$ cat src/rtl/writeback_stage.sv
// MEM/WB stage: holds one retiring instruction, waits for load data when needed,
// and issues a registered one-cycle write pulse to the register bank.
module writeback_stage #(
   parameter int DATA_W = 32,
   parameter int REG_AW = 5
) (
   input  logic              clk,
   input  logic              rst_n,
   input  logic              in_valid,
   output logic              in_ready,
   input  logic              in_regWrite,
   input  logic [REG_AW-1:0] in_wAddr,
   input  logic [1:0]        in_wbSel,
   input  logic [DATA_W-1:0] in_aluResult,
   input  logic [DATA_W-1:0] in_pcPlus4,
   input  logic [1:0]        in_memSize,
   input  logic              in_memUnsigned,
   input  logic [1:0]        in_byteOff,
   input  logic              flush,
   input  logic              mem_rvalid,
   input  logic [DATA_W-1:0] mem_rdata,
   output logic [DATA_W-1:0] wrData,
   output logic [REG_AW-1:0] wAddr,
   output logic              regWriteFlag,
   output logic              load_pending,
   output logic [REG_AW-1:0] load_addr,
   output logic              busy
);

   typedef enum logic [1:0] {IDLE, WAIT, COMMIT} state_t;

   state_t            state, stateNext;
   logic [REG_AW-1:0] lAddr, lAddrNext;
   logic              lRegWrite, lRegWriteNext;
   logic [1:0]        lMemSize, lMemSizeNext;
   logic [1:0]        lByteOff, lByteOffNext;
   logic              lMemUnsigned, lMemUnsignedNext;
   logic [DATA_W-1:0] wrDataNext;
   logic [REG_AW-1:0] wAddrNext;
   logic              regWriteFlagNext;
   logic              accept;

   function automatic logic [DATA_W-1:0] extractLoad(
      input logic [DATA_W-1:0] rdata,
      input logic [1:0]        size,
      input logic [1:0]        off,
      input logic              uns
   );
      logic [7:0]  b;
      logic [15:0] h;
      case (off)
         2'd0:    b = rdata[7:0];
         2'd1:    b = rdata[15:8];
         2'd2:    b = rdata[23:16];
         default: b = rdata[31:24];
      endcase
      h = off[1] ? rdata[31:16] : rdata[15:0];
      case (size)
         2'b00:   extractLoad = {{(DATA_W-8){b[7] & ~uns}}, b};
         2'b01:   extractLoad = {{(DATA_W-16){h[15] & ~uns}}, h};
         default: extractLoad = rdata;
      endcase
   endfunction

   assign in_ready     = (state == IDLE || state == COMMIT) && !flush;
   assign accept       = in_valid && in_ready;
   assign load_pending = (state == WAIT);
   assign load_addr    = (state == WAIT) ? lAddr : '0;
   assign busy         = (state != IDLE);

   always_comb begin
      // NOTE: every signal gets a default first so no path through the case infers a latch.
      stateNext        = state;
      lAddrNext        = lAddr;
      lRegWriteNext    = lRegWrite;
      lMemSizeNext     = lMemSize;
      lByteOffNext     = lByteOff;
      lMemUnsignedNext = lMemUnsigned;
      wrDataNext       = wrData;
      wAddrNext        = wAddr;
      regWriteFlagNext = 1'b0;
      case (state)
         IDLE, COMMIT: begin
            if (accept) begin
               lAddrNext        = in_wAddr;
               lRegWriteNext    = in_regWrite;
               lMemSizeNext     = in_memSize;
               lByteOffNext     = in_byteOff;
               lMemUnsignedNext = in_memUnsigned;
               if (in_wbSel == 2'b01) begin
                  stateNext = WAIT;
               end else begin
                  stateNext        = COMMIT;
                  wrDataNext       = (in_wbSel == 2'b10) ? in_pcPlus4 : in_aluResult;
                  wAddrNext        = in_wAddr;
                  regWriteFlagNext = in_regWrite && (in_wAddr != '0);
               end
            end else begin
               stateNext = IDLE;
            end
         end
         WAIT: begin
            // Flush wins over data arriving in the same cycle.
            if (flush) begin
               stateNext = IDLE;
            end else if (mem_rvalid) begin
               stateNext        = COMMIT;
               wrDataNext       = extractLoad(mem_rdata, lMemSize, lByteOff, lMemUnsigned);
               wAddrNext        = lAddr;
               regWriteFlagNext = lRegWrite && (lAddr != '0);
            end
         end
         default: stateNext = IDLE;
      endcase
   end

   // NOTE: sequential state uses non-blocking assignments so all registers update together.
   always_ff @(posedge clk or negedge rst_n) begin
      if (!rst_n) begin
         state        <= IDLE;
         lAddr        <= '0;
         lRegWrite    <= 1'b0;
         lMemSize     <= 2'b00;
         lByteOff     <= 2'b00;
         lMemUnsigned <= 1'b0;
         wrData       <= '0;
         wAddr        <= '0;
         regWriteFlag <= 1'b0;
      end else begin
         state        <= stateNext;
         lAddr        <= lAddrNext;
         lRegWrite    <= lRegWriteNext;
         lMemSize     <= lMemSizeNext;
         lByteOff     <= lByteOffNext;
         lMemUnsigned <= lMemUnsignedNext;
         wrData       <= wrDataNext;
         wAddr        <= wAddrNext;
         regWriteFlag <= regWriteFlagNext;
      end
   end

endmodule

$ cat config.mk
export PLATFORM = sky130hd
export DESIGN_NAME = writeback_stage
export DESIGN_NICKNAME = d
export VERILOG_FILES = /design/src/rtl/writeback_stage.sv
export SDC_FILE = /design/constraint.sdc
export NUM_CORES = 1
export LEC_CHECK = 0
export CORE_ASPECT_RATIO = 0.8
export CORE_UTILIZATION = 43
export CTS_BUF_LIST = sky130_fd_sc_hd__clkbuf_8
export DETAILED_ROUTE_END_ITERATION = 10
export PLACE_DENSITY_LB_ADDON = 0.25
export SLEW_MARGIN = 20
export SYNTH_ARGS = -nofsm -noshare
export SYNTH_HDL_FRONTEND = slang
export SYNTH_SLANG_ARGS = --single-unit
$ cat constraint.sdc
create_clock -name clk -period 2 [get_ports clk]
set_clock_uncertainty 0.05 [all_clocks]
set_input_delay 0.6 -clock clk [delete_from_list [all_inputs] [get_ports clk]]
set_output_delay 0.6 -clock clk [all_outputs]
set_load 0.01 [all_outputs]
# [After elaboration in Yosys (flattened, before gate mapping)]
# Index checks and enable logic that the tools add are counted.
[word_totals] ff_bits=51 in_bits=114 out_inout_bits=46 elab_cells=68
[op_classes] n_eq_ne=12 mux=28 bitwise_logic=3 n_reduce_logical=16
[ops] op="$mux 32" n=5
[ops] op="$pmux 32 s2" n=2
[ops] op="$mux 5" n=5
[ops] op="$mux 8" n=3
[ops] op="$pmux 8 s3" n=1
[ops] op="$mux 16" n=1
[ops] op="$pmux 5 s2" n=1
[ops] op="$reduce_bool 5->1" n=2
[ops] op="$eq 2x1->1 const B" n=4
[ops] op="$mux 2" n=4
[ops] op="$ne 2x2->1 const B" n=4
[ops] op="$eq 2x2->1 const B" n=3
[ops] op="$logic_not 2->1" n=3
[ops] op="$reduce_and 5->1" n=1
[ops] op="$logic_and 1x1->1" n=4
[ops] op="$mux 1" n=4
[ops] op="$pmux 2 s2" n=1
[ops] op="$reduce_bool 2->1" n=2
[ops] op="$ne 3x3->1 const B" n=1
[ops] op="$and 1x1->1" n=2
[ops] op="$pmux 1 s2" n=1
[ops] op="$reduce_and 2->1" n=1
[ops] op="$reduce_or 2->1" n=1
[ops] op="$logic_not 1->1" n=1
[ops] op="2 further kinds" n=2

# [Logic depth before layout (Yosys ltp)]
[logic_depth] word_depth=10 mapped_depth=7 ltp_nobuf=6

# [Worst setup path after synthesis]
# OpenSTA, ideal clock, no wires.
[synth_timing] path_kind="input port to flip-flop" from="input port flush" to="register wrData[20]" setup_ns=0.125 t_arrival_ns=1.871 required_ns=1.825 slack_ns=-0.045 cell_stages=6 n_path_buf=1 path_cell_list="nor3b_2 > a22o_2 > nand2_2 > inv_2 > buf_6 > mux2_2"
[synth_via] elab_chain_len=5 word_cells_on_any_way=6 cone_classes="2 x eq/ne; 4 x reduce/logical"
[synth_lines] element="start, declared" line="19" text="input logic flush,"
[synth_lines] element="$logic_not 1->1" line="65" text="assign in_ready = (state == IDLE || state == COMMIT) && !flush;"
[synth_lines] element="$logic_and 1x1->1" line="65"
[synth_lines] element="$logic_and 1x1->1" line="66" text="assign accept = in_valid && in_ready;"
[synth_lines] element="$ne 2x2->1 (no source line)"
[synth_lines] element="$reduce_and 5->1 (no source line) (*)"
[synth_lines] element="end signal, assigned" line="136" text="wrData <= wrDataNext;"
[synth_lines] element="end, declared" line="22" text="output logic [DATA_W-1:0] wrData,"
# Mark *: on every way between the ends. The rest lies on a longest branch, timed or not.
# A chain may end at the register's enable or synchronous reset.

# [Final worst setup path]
[layout_timing] from="register state[0]" to="output port load_addr[2]"
[layout_via] elab_chain_len=2
[layout_lines] element="start, declared" line="32" text="state_t state, stateNext;"
[layout_lines] element="start signal, assigned" line="130" text="state <= stateNext;"
[layout_lines] element="$eq 2x1->1" line="68" text="assign load_addr = (state == WAIT) ? lAddr : '0;"
[layout_lines] element="$mux 5" line="68"
[layout_lines] element="end, declared" line="26" text="output logic [REG_AW-1:0] load_addr,"
# No other way between the ends.

==> results.py <==
metrics = {
    "route": {
        "vias_per_cell": 5.69,
        "firstDrtPassIters": 5,
        "drc_errors": 0,
        "dr_total_vias": 3674,
        "wl_um": 11500,
        "ant_nets": 0,
        "wl_per_cell_um": 17.8,
        "drt_iter0_markers": 144,
    },
    "synth": {
        "syn_area_mm2": 0.00335,
        "netlist_instances": 365,
        "syn_avg_cell_area_um2": 9.18,
        "async_reset_ff_share_pct": 100,
        "yosysSeqAreaShare_pct": 38.1,
        "synthTopCellsByArea": "dfrtp_1 38%, mux2_2 7.7%, nand2_1 7.3%",
        "syn-num-nets": 479,
        "yosysTopAreaCell": "dfrtp_1",
        "ys_seq_elements": 51,
        "synth_cell_type_count": 45,
        "yosys_warnings": 0,
        "yosysTopAreaCellShare_pct": 38.1,
        "synth_edf_count": 0,
        "synthFlopType": "dfrtp_1",
    },
    "final_layout": {
        "regArea_mm2": 0.00128,
        "final_util_pct": 73.1,
        "nets": 654,
        "final_cell_mix": "144 x clkdlybuf4s50_1, 65 x nand2_1, 51 x dfrtp_1",
        "area_delta_synth_final_pct": 62.8,
        "final_common_cell": "clkdlybuf4s50_1",
        "fillCellCount": 553,
        "drive_gt1_share_pct": 20.0,
        "multi_input_area_mm2": 0.00196,
        "final_cells": 646,
        "antenna_cells": 0,
    },
    "placement": {
        "place_hpwl_um": 8350,
        "port_buffers": 159,
        "dp_cells": 631,
        "gp_routability_congestion": 0.850,
    },
    "grt": {
        "grtUsageTotal_pct": 28.4,
        "grt_pass1_vias": 3558,
        "grt_overflow_total": 0,
        "antenna_found_initial": 0,
        "grt_pass1_wl_um": 17900,
        "grt_start_max_net_pins": 57,
    },
    "cts": {
        "htreeDepth": 2,
        "clk_latency_ns": 0.32,
        "cts_buffer_depth": 2,
        "worst_setup_hold_path_clk_slew_ns": 0.12,
        "clock_sinks": 51,
        "cts_made_buffers": 5,
        "clockRootBuffer": "clkbuf_8",
        "cts_tree": "done",
        "cts_hold_buf": 0,
    },
    "floorplanning": {
        "dieWidth_um": 101,
        "pin_count": 160,
        "dieArea_mm2": 0.00815,
        "rows": 28,
        "die_h_um": 80.9,
        "start_util_pct": 44.9,
        "core_area_mm2": 0.00746,
    },
    "status": {
        "status": "finished, final reports clean",
    },
    "worst_setup_path": {
        "slowest_delay_ns": 0.43,
        "crit_chain": "nand2b_4 -> inv_4 -> buf_4 -> and2_4 -> buf_2",
        "cp-start-kind": "register",
        "crit_arrival_ns": 1.30,
        "worstSetupPathType": "reg -> out",
        "worstPathMaxFanout": 6,
        "crit_slowest_cell": "dfrtp_1",
        "worstRegToRegCells": 6,
        "cp.required_ns": 1.35,
        "end_kind": "output pin",
    },
    "sta": {
        "finalCritPeriodShare_pct": 97.5,
        "worstMarginPinSlew_ns": 0.581,
        "fmax_mhz": 513,
        "hold_viol": 0,
        "relSlewSlack_pct": 61.3,
        "fin_hold_ws_ns": 0.213,
        "period_needed_ns": 1.95,
        "setup_viol": 0,
        "slew_violations": 0,
    },
    "power": {
        "p_seq_share_pct": 36.9,
        "power_switching_uw": 1220,
        "intPower_uw": 2610,
        "power_density_mw_per_mm2": 702,
        "swShare_pct": 31.8,
        "p_comb_share_pct": 42.5,
        "vdd_ir_drop_max_v": 0.000387,
        "p_leak_uw": 0.00228,
        "pwr-share-clk_pct": 20.7,
    },
    "flow_run": {
        "maxCapViolations": 0,
    },
    "hold_path": {
        "hold_path_class": "in -> async",
    },
}
-- metal layers --
layer | global-route usage, % | vias to the layer above | part of all wire, %
li1 | - | 1717 | -
met1 | 38.4 | 1773 | 44
met2 | 47.0 | 179 | 47
met3 | 6.28 | 5 | 8.5
met4 | 5.80 | 0 | 0.47
met5 | 0 | - | 0
-- final timing paths --
path / start / endpoint / slack, ns
setup reg to reg: lByteOff[1]$_DFFE_PN0P_ / wrData[29]$_DFFE_PN0P_ / 0.06
setup / recovery: state[0]$_DFFE_PN0P_ / load_addr[2] / 0.05
hold / removal: rst_n / wAddr[2]$_DFFE_PN0P_ / 0.21
max in group asynchronous: rst_n / wrData[18]$_DFFE_PN0P_ / 1.44
min in group clk: wrData[18]$_DFFE_PN0P_ / wrData[18]$_DFFE_PN0P_ / 0.47
hold reg to reg: wrData[18]$_DFFE_PN0P_ / wrData[18]$_DFFE_PN0P_ / 0.47
-- layout make-up --
class	count	area share [%]
sequential	51	23.4
timing repair buffer	200	35.8
clock buffer	5	1.26
inverter	4	0.367
tap	105	2.41
clock inverter	3	0.872
multi-input combinational	278	35.9
-- per-stage QoR --
stage | setup TNS [ns] | power (uW) | worst slack [ns] | cell area, um^2
after floorplan | 0 | 2110 | 0.00744 | 3360
after global placement | -15.23 | 2940 | -0.466 | 5250
after detailed placement | -17.48 | 2980 | -0.494 | 5250
after CTS | -0.0445 | 3790 | -0.0140 | 5400
after global routing | -0.0400 | 4020 | -0.0210 | 5450
final | 0 | 3830 | 0.0502 | 5450
-- sequential cells by signal, summed over array words and instances (netlist names) --
register / count
wAddr: 5
regWriteFlag: 1
state: 2
lAddr: 5
wrData: 32
lMemSize: 2
lRegWrite: 1
lByteOff: 2
lMemUnsigned: 1
-- kinds of logic (layout without fill, tap and decap cells) --
logic type,Yosys count,after routing,synth area share (%)
buffers and inverters,36,212,4.97
AND/OR/NAND/NOR,116,116,17.0
AO/OA/AOI/OAI,120,120,24.6
multiplexers,42,42,15.3
flip-flops,51,51,38.1
-- cells in the mapped netlist, types with 7 or more instances --
library cell and n:
nand2_1 65, dfrtp_1 51, a21oi_1 36, clkbuf_1 23, mux2_2 23, o21ai_0 20, a32oi_1 16, mux2_4 10
a221oi_1 9, and3_1 9, o31ai_1 9, mux2i_1 8, a22o_1 7, a31oi_1 7
-- repair_timing --
item | CTS | global route
hold endpoints to repair | 0 | 0
resized for setup | 49 | 11
pin swaps | 2 | 2
setup buffers | 3 | 3
endpoints found under the setup margin | 37 | 41
cloned | 1 | 1
-- power groups by stage --
stage | clock network [uW] | logic [uW] | registers (uW)
after floorplan | 0 | 640 | 1470
after global placement | 0 | 1520 | 1410
after detailed placement | 0 | 1560 | 1420
after CTS | 784 | 1600 | 1410
after global routing | 835 | 1740 | 1440
final | 792 | 1630 | 1410
-- worst max-delay path, delay by kind of cell, from the launching register on --
family        cells  cell delay, ns
buf+inv           3            0.31
flops             1            0.43
simple gates      2            0.25
No activity file was read; power rests on OpenSTA's default activity.
